--- src/rtl/f_mux_arbiter_if.sv ---
// rtl/f_mux_arbiter_if.sv - requester/mux-side bundle for the F-mux round-robin arbiter
interface f_mux_arbiter_if;
  logic REQ1;
  logic REQ2;
  logic F1;
  logic F2;
  logic GNT1;
  logic GNT2;
  logic FS;
  logic FZ;
  logic BUSY;

  // fabric side: raises requests and presents mux data
  modport master (
    output REQ1, REQ2, F1, F2,
    input  GNT1, GNT2, FS, FZ, BUSY
  );

  // arbiter side: owns the select line and the registered mux result
  modport slave (
    input  REQ1, REQ2, F1, F2,
    output GNT1, GNT2, FS, FZ, BUSY
  );
endinterface

--- src/rtl/f_mux_arbiter.sv ---
// rtl/f_mux_arbiter.sv - two-requester round-robin arbiter driving one F-mux select; optional FMUX_ARB_TIMEOUT_EN hold limit
module f_mux_arbiter #(
  parameter int MAX_HOLD = 8,
  parameter int CNT_W    = 4
) (
  input logic           QCK,
  input logic           QRT,
  f_mux_arbiter_if.slave bus
);

  typedef enum logic [1:0] {
    IDLE   = 2'd0,
    GRANT1 = 2'd1,
    GRANT2 = 2'd2,
    SWITCH = 2'd3
  } state_t;

  state_t state;
  // side encoding: 0 = requester 1 / F1, 1 = requester 2 / F2
  logic   last;
  logic   tgt;

  logic   any_req;
  logic   win;
  logic   own_req;
  logic   other_req;
  logic   tgt_req;
  logic   revoke;

`ifdef FMUX_ARB_TIMEOUT_EN
  logic [CNT_W-1:0] hold_cnt;
`endif

  // winner selection and per-state request views
  always_comb begin
    any_req   = bus.REQ1 | bus.REQ2;
    // on a tie the side that did not hold the grant last wins
    win       = (bus.REQ1 & bus.REQ2) ? ~last : bus.REQ2;
    own_req   = (state == GRANT2) ? bus.REQ2 : bus.REQ1;
    other_req = (state == GRANT2) ? bus.REQ1 : bus.REQ2;
    tgt_req   = tgt ? bus.REQ2 : bus.REQ1;
`ifdef FMUX_ARB_TIMEOUT_EN
    // the edge that would bring the count to MAX_HOLD revokes instead
    revoke    = other_req && (hold_cnt == CNT_W'(MAX_HOLD - 1));
`else
    revoke    = 1'b0;
`endif
  end

  // arbitration FSM with registered grants, select, busy and mux result
  always_ff @(posedge QCK) begin
    if (QRT) begin
      state    <= IDLE;
      last     <= 1'b1;
      tgt      <= 1'b0;
      bus.GNT1 <= 1'b0;
      bus.GNT2 <= 1'b0;
      bus.FS   <= 1'b0;
      bus.FZ   <= 1'b0;
      bus.BUSY <= 1'b0;
`ifdef FMUX_ARB_TIMEOUT_EN
      hold_cnt <= '0;
`endif
    end else begin
      // mux result uses the select already on the line, so it lags FS by one cycle
      bus.FZ <= bus.FS ? bus.F2 : bus.F1;

      case (state)
        IDLE: begin
          if (any_req) begin
            bus.BUSY <= 1'b1;
            if (win == bus.FS) begin
              // select already points at the winner: grant directly
              state    <= win ? GRANT2 : GRANT1;
              bus.GNT1 <= ~win;
              bus.GNT2 <= win;
`ifdef FMUX_ARB_TIMEOUT_EN
              hold_cnt <= '0;
`endif
            end else begin
              // move the select first, grant on the following edge
              state  <= SWITCH;
              bus.FS <= win;
              tgt    <= win;
            end
          end else begin
            bus.BUSY <= 1'b0;
          end
        end

        GRANT1, GRANT2: begin
          if (!own_req || revoke) begin
            bus.GNT1 <= 1'b0;
            bus.GNT2 <= 1'b0;
            last     <= (state == GRANT2);
            if (other_req) begin
              // while granted, FS equals the holder's side, so the other side is ~FS
              state    <= SWITCH;
              bus.FS   <= ~bus.FS;
              tgt      <= ~bus.FS;
              bus.BUSY <= 1'b1;
            end else begin
              state    <= IDLE;
              bus.BUSY <= 1'b0;
            end
          end else begin
`ifdef FMUX_ARB_TIMEOUT_EN
            if (other_req) begin
              hold_cnt <= hold_cnt + 1'b1;
            end
`endif
          end
        end

        SWITCH: begin
          // dead cycle is over; grant the target only if it still wants the mux
          if (tgt_req) begin
            state    <= tgt ? GRANT2 : GRANT1;
            bus.GNT1 <= ~tgt;
            bus.GNT2 <= tgt;
            bus.BUSY <= 1'b1;
`ifdef FMUX_ARB_TIMEOUT_EN
            hold_cnt <= '0;
`endif
          end else begin
            state    <= IDLE;
            bus.BUSY <= 1'b0;
          end
        end

        default: begin
          state    <= IDLE;
          bus.GNT1 <= 1'b0;
          bus.GNT2 <= 1'b0;
          bus.BUSY <= 1'b0;
        end
      endcase
    end
  end

endmodule
--- src/flat_wrapper.sv ---
// flat-port wrapper written by rule: the top's interface ports become plain ports
module f_mux_arbiter_flat 
#(
  parameter int MAX_HOLD = 8,
  parameter int CNT_W    = 4
)
  (QCK, QRT, bus_REQ1, bus_REQ2, bus_F1, bus_F2, bus_GNT1, bus_GNT2, bus_FS, bus_FZ, bus_BUSY);
  f_mux_arbiter_if bus_i ();
  input logic QCK;
  input logic QRT;
  input wire logic [$bits(bus_i.REQ1)-1:0] bus_REQ1;
  input wire logic [$bits(bus_i.REQ2)-1:0] bus_REQ2;
  input wire logic [$bits(bus_i.F1)-1:0] bus_F1;
  input wire logic [$bits(bus_i.F2)-1:0] bus_F2;
  output wire logic [$bits(bus_i.GNT1)-1:0] bus_GNT1;
  output wire logic [$bits(bus_i.GNT2)-1:0] bus_GNT2;
  output wire logic [$bits(bus_i.FS)-1:0] bus_FS;
  output wire logic [$bits(bus_i.FZ)-1:0] bus_FZ;
  output wire logic [$bits(bus_i.BUSY)-1:0] bus_BUSY;
  assign bus_i.REQ1 = bus_REQ1;
  assign bus_i.REQ2 = bus_REQ2;
  assign bus_i.F1 = bus_F1;
  assign bus_i.F2 = bus_F2;
  assign bus_GNT1 = bus_i.GNT1;
  assign bus_GNT2 = bus_i.GNT2;
  assign bus_FS = bus_i.FS;
  assign bus_FZ = bus_i.FZ;
  assign bus_BUSY = bus_i.BUSY;
  f_mux_arbiter #(.MAX_HOLD(MAX_HOLD), .CNT_W(CNT_W)) u_core (.QCK(QCK), .QRT(QRT), .bus(bus_i));
endmodule
--- config.mk ---
export PLATFORM = sky130hd
export DESIGN_NAME = f_mux_arbiter_flat
export DESIGN_NICKNAME = d
export VERILOG_FILES = /design/src/rtl/f_mux_arbiter_if.sv /design/src/rtl/f_mux_arbiter.sv /design/src/flat_wrapper.sv
export SDC_FILE = /design/constraint.sdc
export NUM_CORES = 1
export LEC_CHECK = 0
export ABC_AREA = 1
export CORE_MARGIN = 2
export CORE_UTILIZATION = 41
export DETAILED_ROUTE_END_ITERATION = 10
export MAX_ROUTING_LAYER = met4
export PLACE_DENSITY = 0.74
export RECOVER_POWER = 50
export SYNTH_ARGS = -nofsm -noshare
export SYNTH_HDL_FRONTEND = slang
export SYNTH_SLANG_ARGS = --single-unit
export TNS_END_PERCENT = 20
--- constraint.sdc ---
create_clock -name QCK -period 1.9 [get_ports QCK]
set_input_delay 0.475 -clock QCK [delete_from_list [all_inputs] [get_ports QCK]]
set_output_delay 0.475 -clock QCK [all_outputs]
set_load 0.02 [all_outputs]
==> flow_summary.json, run 1 <==
{
  "drtPass1Iterations": 4,
  "placedCellCount": 127,
  "hold_violations": 0,
  "clock-sinks": 8,
  "synth_top_family_by_area": "simple AND/OR/NAND/NOR gates",
  "syn_inst": 97,
  "synth_area_per_cell_sq_um": 6.15,
  "cp-start-kind": "input pin",
  "cpMaxStageDelayCell": "clkdlybuf4s50_1",
  "crit_type": "input pin to flip-flop",
  "grt_usage": 0.175,
  "fin_nets": 129,
  "cts_tree": "built",
  "crit_chain": "clkdlybuf4s50_1 > inv_2 > a21oi_2 > inv_1 > ha_1 > nand2_1 > o21ai_1 > nand2_1 > nor2_1 > nand2_1 > nand2_1 > nor2_1",
  "hold_buffers": 0,
  "status": "complete, no violations",
  "cts_buffer_depth": 2,
  "clk_pin_slew_worst_paths_ns": 0.06,
  "viasPerCell": 4.88,
  "ys_warn_count": 0,
  "coreArea_sq_um": 1330,
  "num_io_pins": 11,
  "crit_fanout": 2,
  "p_leak_nw": 0.407,
  "drt-total-wl_um": 1370,
  "synth_xor_area_frac": 0,
  "ant_nets": 0,
  "synthSimpleGateAreaFrac": 0.447,
  "pre_cts_ws_ns": -0.155,
  "rr_startpoint": "u_core.state[1]",
  "port_buffers": 10,
  "cts_resized": 0,
  "cap_violations": 0,
  "synth_compound_area_frac": 0.0776,
  "numCtsBuffers": 3,
  "whs_path_depth": 2,
  "synthToLayoutAreaGrowth_pct": 29.4,
  "clk-insertion-delay-late_ns": 0.27,
  "pwr_density_cell_nw_per_um2": 1490,
  "clock_skew_ns": 0.00652,
  "cp.required_ns": 2.06,
  "setup_viol": 0,
  "min_period_over_period": 0.940,
  "ys_ff_latch": 8,
  "cp.arrival_ns": 1.95,
  "drive_gt1_frac": 0.130,
  "htree_levels": 1,
  "rrSetupSlack_ns": 0.38,
  "seq_area_frac_synth": 0.268,
  "grt_pass1_vias": 585,
  "num_antenna_cells": 0,
  "rsz0062_at_grt": "false",
  "fin_ws_ns": 0.114,
  "drt_iter0_drc": 16,
  "hp-start": "u_core.bus.GNT2",
  "wl_per_cell_um": 10.5,
  "dpl.hpwl_um": 1060,
  "grt_max_degree": 9,
  "die_area_sq_um": 1780,
  "rows": 13,
  "reg2regPathDepth": 9,
  "fmax_mhz": 560,
  "drc": 0,
  "fin_cells": 130,
  "most-common-layout-cells": "nand2_1, inv_1, nor2_1",
  "slew_headroom": 0.821,
  "antenna_found_initial": 0,
  "final_cell_area_sq_um": 772,
  "grt_overflow": 0,
  "critPathMostFrequentCell": "nand2_1",
  "hp-class": "flip-flop to flip-flop",
  "cts_root_buf": "clkbuf_4",
  "initial_core_util": 0.447,
  "irDropWorstVdd_v": 0.000742,
  "regToRegEndpoint": "u_core.tgt",
  "finalMaxSlewViolations": 0,
  "die_h_um": 42.2,
  "ys_types": 16,
  "postCtsSetupBuffers": 0,
  "worstHoldEndpoint": "u_core.bus.GNT2",
  "synth_nets": 109,
  "die_w_um": 42.2,
  "slowest_delay_ns": 0.49,
  "tightest_slew_ns": 0.268,
  "critPathCaptureType": "flip-flop",
  "final_common_cell": "nand2_1",
  "place_congestion": 0.918,
  "syn_area_sq_um": 597,
  "muxShareOfSynthArea": 0,
  "dpl_cell_area_sq_um": 753,
  "fin_crit_ns": 1.79,
  "vias": 635,
  "grt_pass1_wl_um": 2280,
  "synth-adder-area-share": 0.126,
  "finalSetupTns_ns": 0,
  "post-route-util": 0.579
}
## state kept, by name (all words and copies together), names as in the netlist
| register | count |
|---|---|
| u_core.bus.GNT1 | 1 |
| u_core.last | 1 |
| u_core.tgt | 1 |
| u_core.state | 2 |
| u_core.bus.GNT2 | 1 |
| u_core.bus.FZ | 1 |
| u_core.bus.BUSY | 1 |
## layer usage
layer	track usage	routed length, um
met5	-	0
met1	0.184	614
met4	0.0500	21
met3	0.0862	111
met2	0.291	622
## worst max-delay path by stage
stage | from | end | slack, ns | cells after the start
after global routing | bus_REQ2 | u_core.tgt | 0.002 | 12
after floorplan | bus_REQ2 | u_core.tgt | 0.38 | 11
after global placement | bus_REQ2 | u_core.tgt | -0.14 | 12
final | bus_REQ2 | u_core.tgt | 0.11 | 12
after CTS | bus_REQ2 | u_core.tgt | 0.12 | 12
after detailed placement | bus_REQ2 | u_core.tgt | -0.15 | 12
## synthesized netlist by cell type (all sizes together)
cell    instances  area, sq um
nand2          42          173
inv            13         48.8
nor2           11         43.8
nand3           9         50.1
dfxtp           8          160
ha              6         75.1
a21oi           4         23.8
o21ai           3         15.0
o211ai          1         7.51
## report_power, final
| part | internal [mW] | switching, mW | total, mW | leakage, nW |
|---|---|---|---|---|
| Clock | 0.0731 | 0.0697 | 0.143 | 0.0138 |
| Combinational | 0.287 | 0.461 | 0.748 | 0.327 |
| Sequential | 0.230 | 0.0309 | 0.261 | 0.0665 |
| Total | 0.590 | 0.562 | 1.15 | 0.407 |
## critical path: cells and delay by family
kind	cells	cell delay [ns]
and+or+nand+nor	6	0.44
adders and majority gates	1	0.27
AOI/OAI and AO/OA	2	0.19
buffers and inverters	3	0.59
## cell type report
| cell class | count | area [sq um] |
|---|---|---|
| fill | 134 | 562 |
| inverter | 13 | 48.8 |
| sequential | 8 | 160 |
| timing repair buffer | 15 | 134 |
| multi-input combinational | 76 | 388 |
| clock buffer | 3 | 22.5 |
| tap | 15 | 18.8 |
## stage by stage
step                hold slack, ns  total power [mW]
floorplan                    0.465             0.801
global placement             0.473             0.990
detailed placement           0.484              1.01
CTS                          0.492              1.16
global route                 0.525              1.27
finish                       0.490              1.15
## cells by family after synthesis
kind of cell	Yosys count
AO/OA/AOI/OAI	8
adder cells (fa/ha/maj)	6
buffers and inverters	13
flip-flops	8
AND/OR/NAND/NOR	62
Power figures use the tool's default switching activity.
==> inputs of run 2 (changes only) <==
Settings changed: CORE_MARGIN 2 to unset.
==> flow_summary.json, run 2 (synthesized netlist as in run 1, its figures left out) <==
{
  "status": "complete, no violations",
  "critPathCaptureType": "flip-flop",
  "cpMaxStageDelayCell": "clkdlybuf4s50_1",
  "rows": 13,
  "cp.arrival_ns": 1.97,
  "top_register": "u_core.state",
  "port_buffers": 10,
  "pwr_density_cell_nw_per_um2": 1450,
  "regToRegEndpoint": "u_core.bus.GNT1",
  "fill_cells": 127,
  "reg2regPathDepth": 8,
  "tightest_slew_ns": 0.255,
  "clock-sinks": 8,
  "hold_ws_ns": 0.482,
  "crit_type": "input pin to flip-flop",
  "irDropWorstVdd_v": 0.000684,
  "fin_nets": 129,
  "slowest_delay_ns": 0.49,
  "final_common_cell": "nand2_1",
  "die_h_um": 40.2,
  "p_leak_nw": 0.403,
  "whs_path_depth": 2,
  "die_w_um": 40.2,
  "vias": 622,
  "hp-start": "u_core.bus.GNT1",
  "largest_reg_flops": 2,
  "dpl_cell_area_sq_um": 753,
  "cts_resized": 0,
  "drt_iter0_drc": 14,
  "hold_violations": 0,
  "rr_startpoint": "u_core.state[0]",
  "most-common-layout-cells": "nand2_1, inv_1, nor2_1",
  "cts_tree": "built",
  "num_antenna_cells": 0,
  "num_io_pins": 11,
  "clk_pin_slew_worst_paths_ns": 0.06,
  "placedCellCount": 127,
  "hp-class": "flip-flop to flip-flop",
  "drive_gt1_frac": 0.122,
  "min_period_over_period": 0.953,
  "final_cell_area_sq_um": 759,
  "fmax_mhz": 552,
  "crit_buf_inv": 3,
  "finalMaxSlewViolations": 0,
  "clk-insertion-delay-late_ns": 0.26,
  "antenna_found_initial": 0,
  "htree_levels": 1,
  "grt_overflow": 0,
  "viasPerCell": 4.78,
  "crit_fanout": 2,
  "drc": 0,
  "grt_usage": 0.191,
  "slew_headroom": 0.829,
  "wl_per_cell_um": 9.41,
  "die_area_sq_um": 1610,
  "dpl.hpwl_um": 970,
  "drt-total-wl_um": 1220,
  "seq_area_sq_um": 160,
  "worstHoldEndpoint": "u_core.bus.GNT1",
  "crit_chain": "clkdlybuf4s50_1 > inv_2 > a21oi_2 > inv_1 > ha_1 > nand2_1 > o21ai_1 > nand2_1 > nor2_1 > nand2_1 > nand2_1 > nor2_1",
  "numCtsBuffers": 3,
  "critPathMostFrequentCell": "nand2_1",
  "synthToLayoutAreaGrowth_pct": 27.3,
  "setup_viol": 0,
  "cap_violations": 0,
  "grt_pass1_vias": 492,
  "cts_buffer_depth": 2,
  "clock_skew_ns": 0.00901,
  "place_congestion": 0.939,
  "coreArea_sq_um": 1330,
  "ant_nets": 0,
  "initial_core_util": 0.447,
  "rrSetupSlack_ns": 0.34,
  "fin_cells": 130,
  "grt_pass1_wl_um": 1940,
  "cts_root_buf": "clkbuf_4",
  "hold_buffers": 0,
  "pre_cts_ws_ns": -0.177,
  "path_delay_family": "buffers and inverters",
  "critical_path_depth": 12,
  "rsz0062_at_grt": "false",
  "fin_ws_ns": 0.0892,
  "fin_crit_ns": 1.81,
  "multi_input_area_sq_um": 375,
  "grt_max_degree": 9,
  "cp-start-kind": "input pin",
  "drtPass1Iterations": 4,
  "cp.required_ns": 2.06,
  "postCtsSetupBuffers": 0
}
## run 2: cell count changes in the layout (fill, tap and decap cells not counted), sizes merged
cell           change
clkdlybuf4s50      +1
dlygate4sd3        -1
## run 2: worst max path at each step
stage	start	to	slack [ns]
5_1_grt	bus_REQ2	u_core.bus.GNT1	0.004
3_3_place_gp	bus_REQ2	u_core.tgt	-0.14
6_report	bus_REQ2	u_core.tgt	0.09
2_1_floorplan	bus_REQ2	u_core.tgt	0.38
3_5_place_dp	bus_REQ2	u_core.tgt	-0.18
4_1_cts	bus_REQ2	u_core.tgt	0.1
## run 2: tightest hold or removal path: cells and delay by family, from the launching register on
family / cells / cell delay [ns]
simple gates: 2 / 0.13
flops: 1 / 0.32
## run 2: layout make-up
class | instances | share of cell area
Clock buffer | 3 | 0.0297
Inverter | 13 | 0.0643
Multi-Input combinational cell | 76 | 0.494
Sequential cell | 8 | 0.211
Tap cell | 15 | 0.0247
Timing Repair Buffer | 15 | 0.176
## run 2: layer usage
metal	global-route usage	part of all wire	up-vias
li1	-	-	336
met1	0.201	0.46	266
met2	0.323	0.47	20
met3	0.100	0.064	0
met4	0.0259	0	0
met5	-	0	-
## run 2: power breakdown
part	switching (mW)	leakage (nW)	total, mW	internal (mW)
combinational	0.433	0.322	0.709	0.276
sequential	0.0306	0.0665	0.261	0.231
clock	0.0612	0.0138	0.134	0.0725
## run 2: through the flow
stage / util / power, mW / setup TNS [ns]
floorplan: - / 0.801 / 0
global placement: 0.565 / 0.987 / -0.330
detailed placement: 0.565 / 0.998 / -0.460
global route: 0.569 / 1.22 / 0
finish: 0.569 / 1.10 / 0
CTS: 0.582 / 1.14 / 0
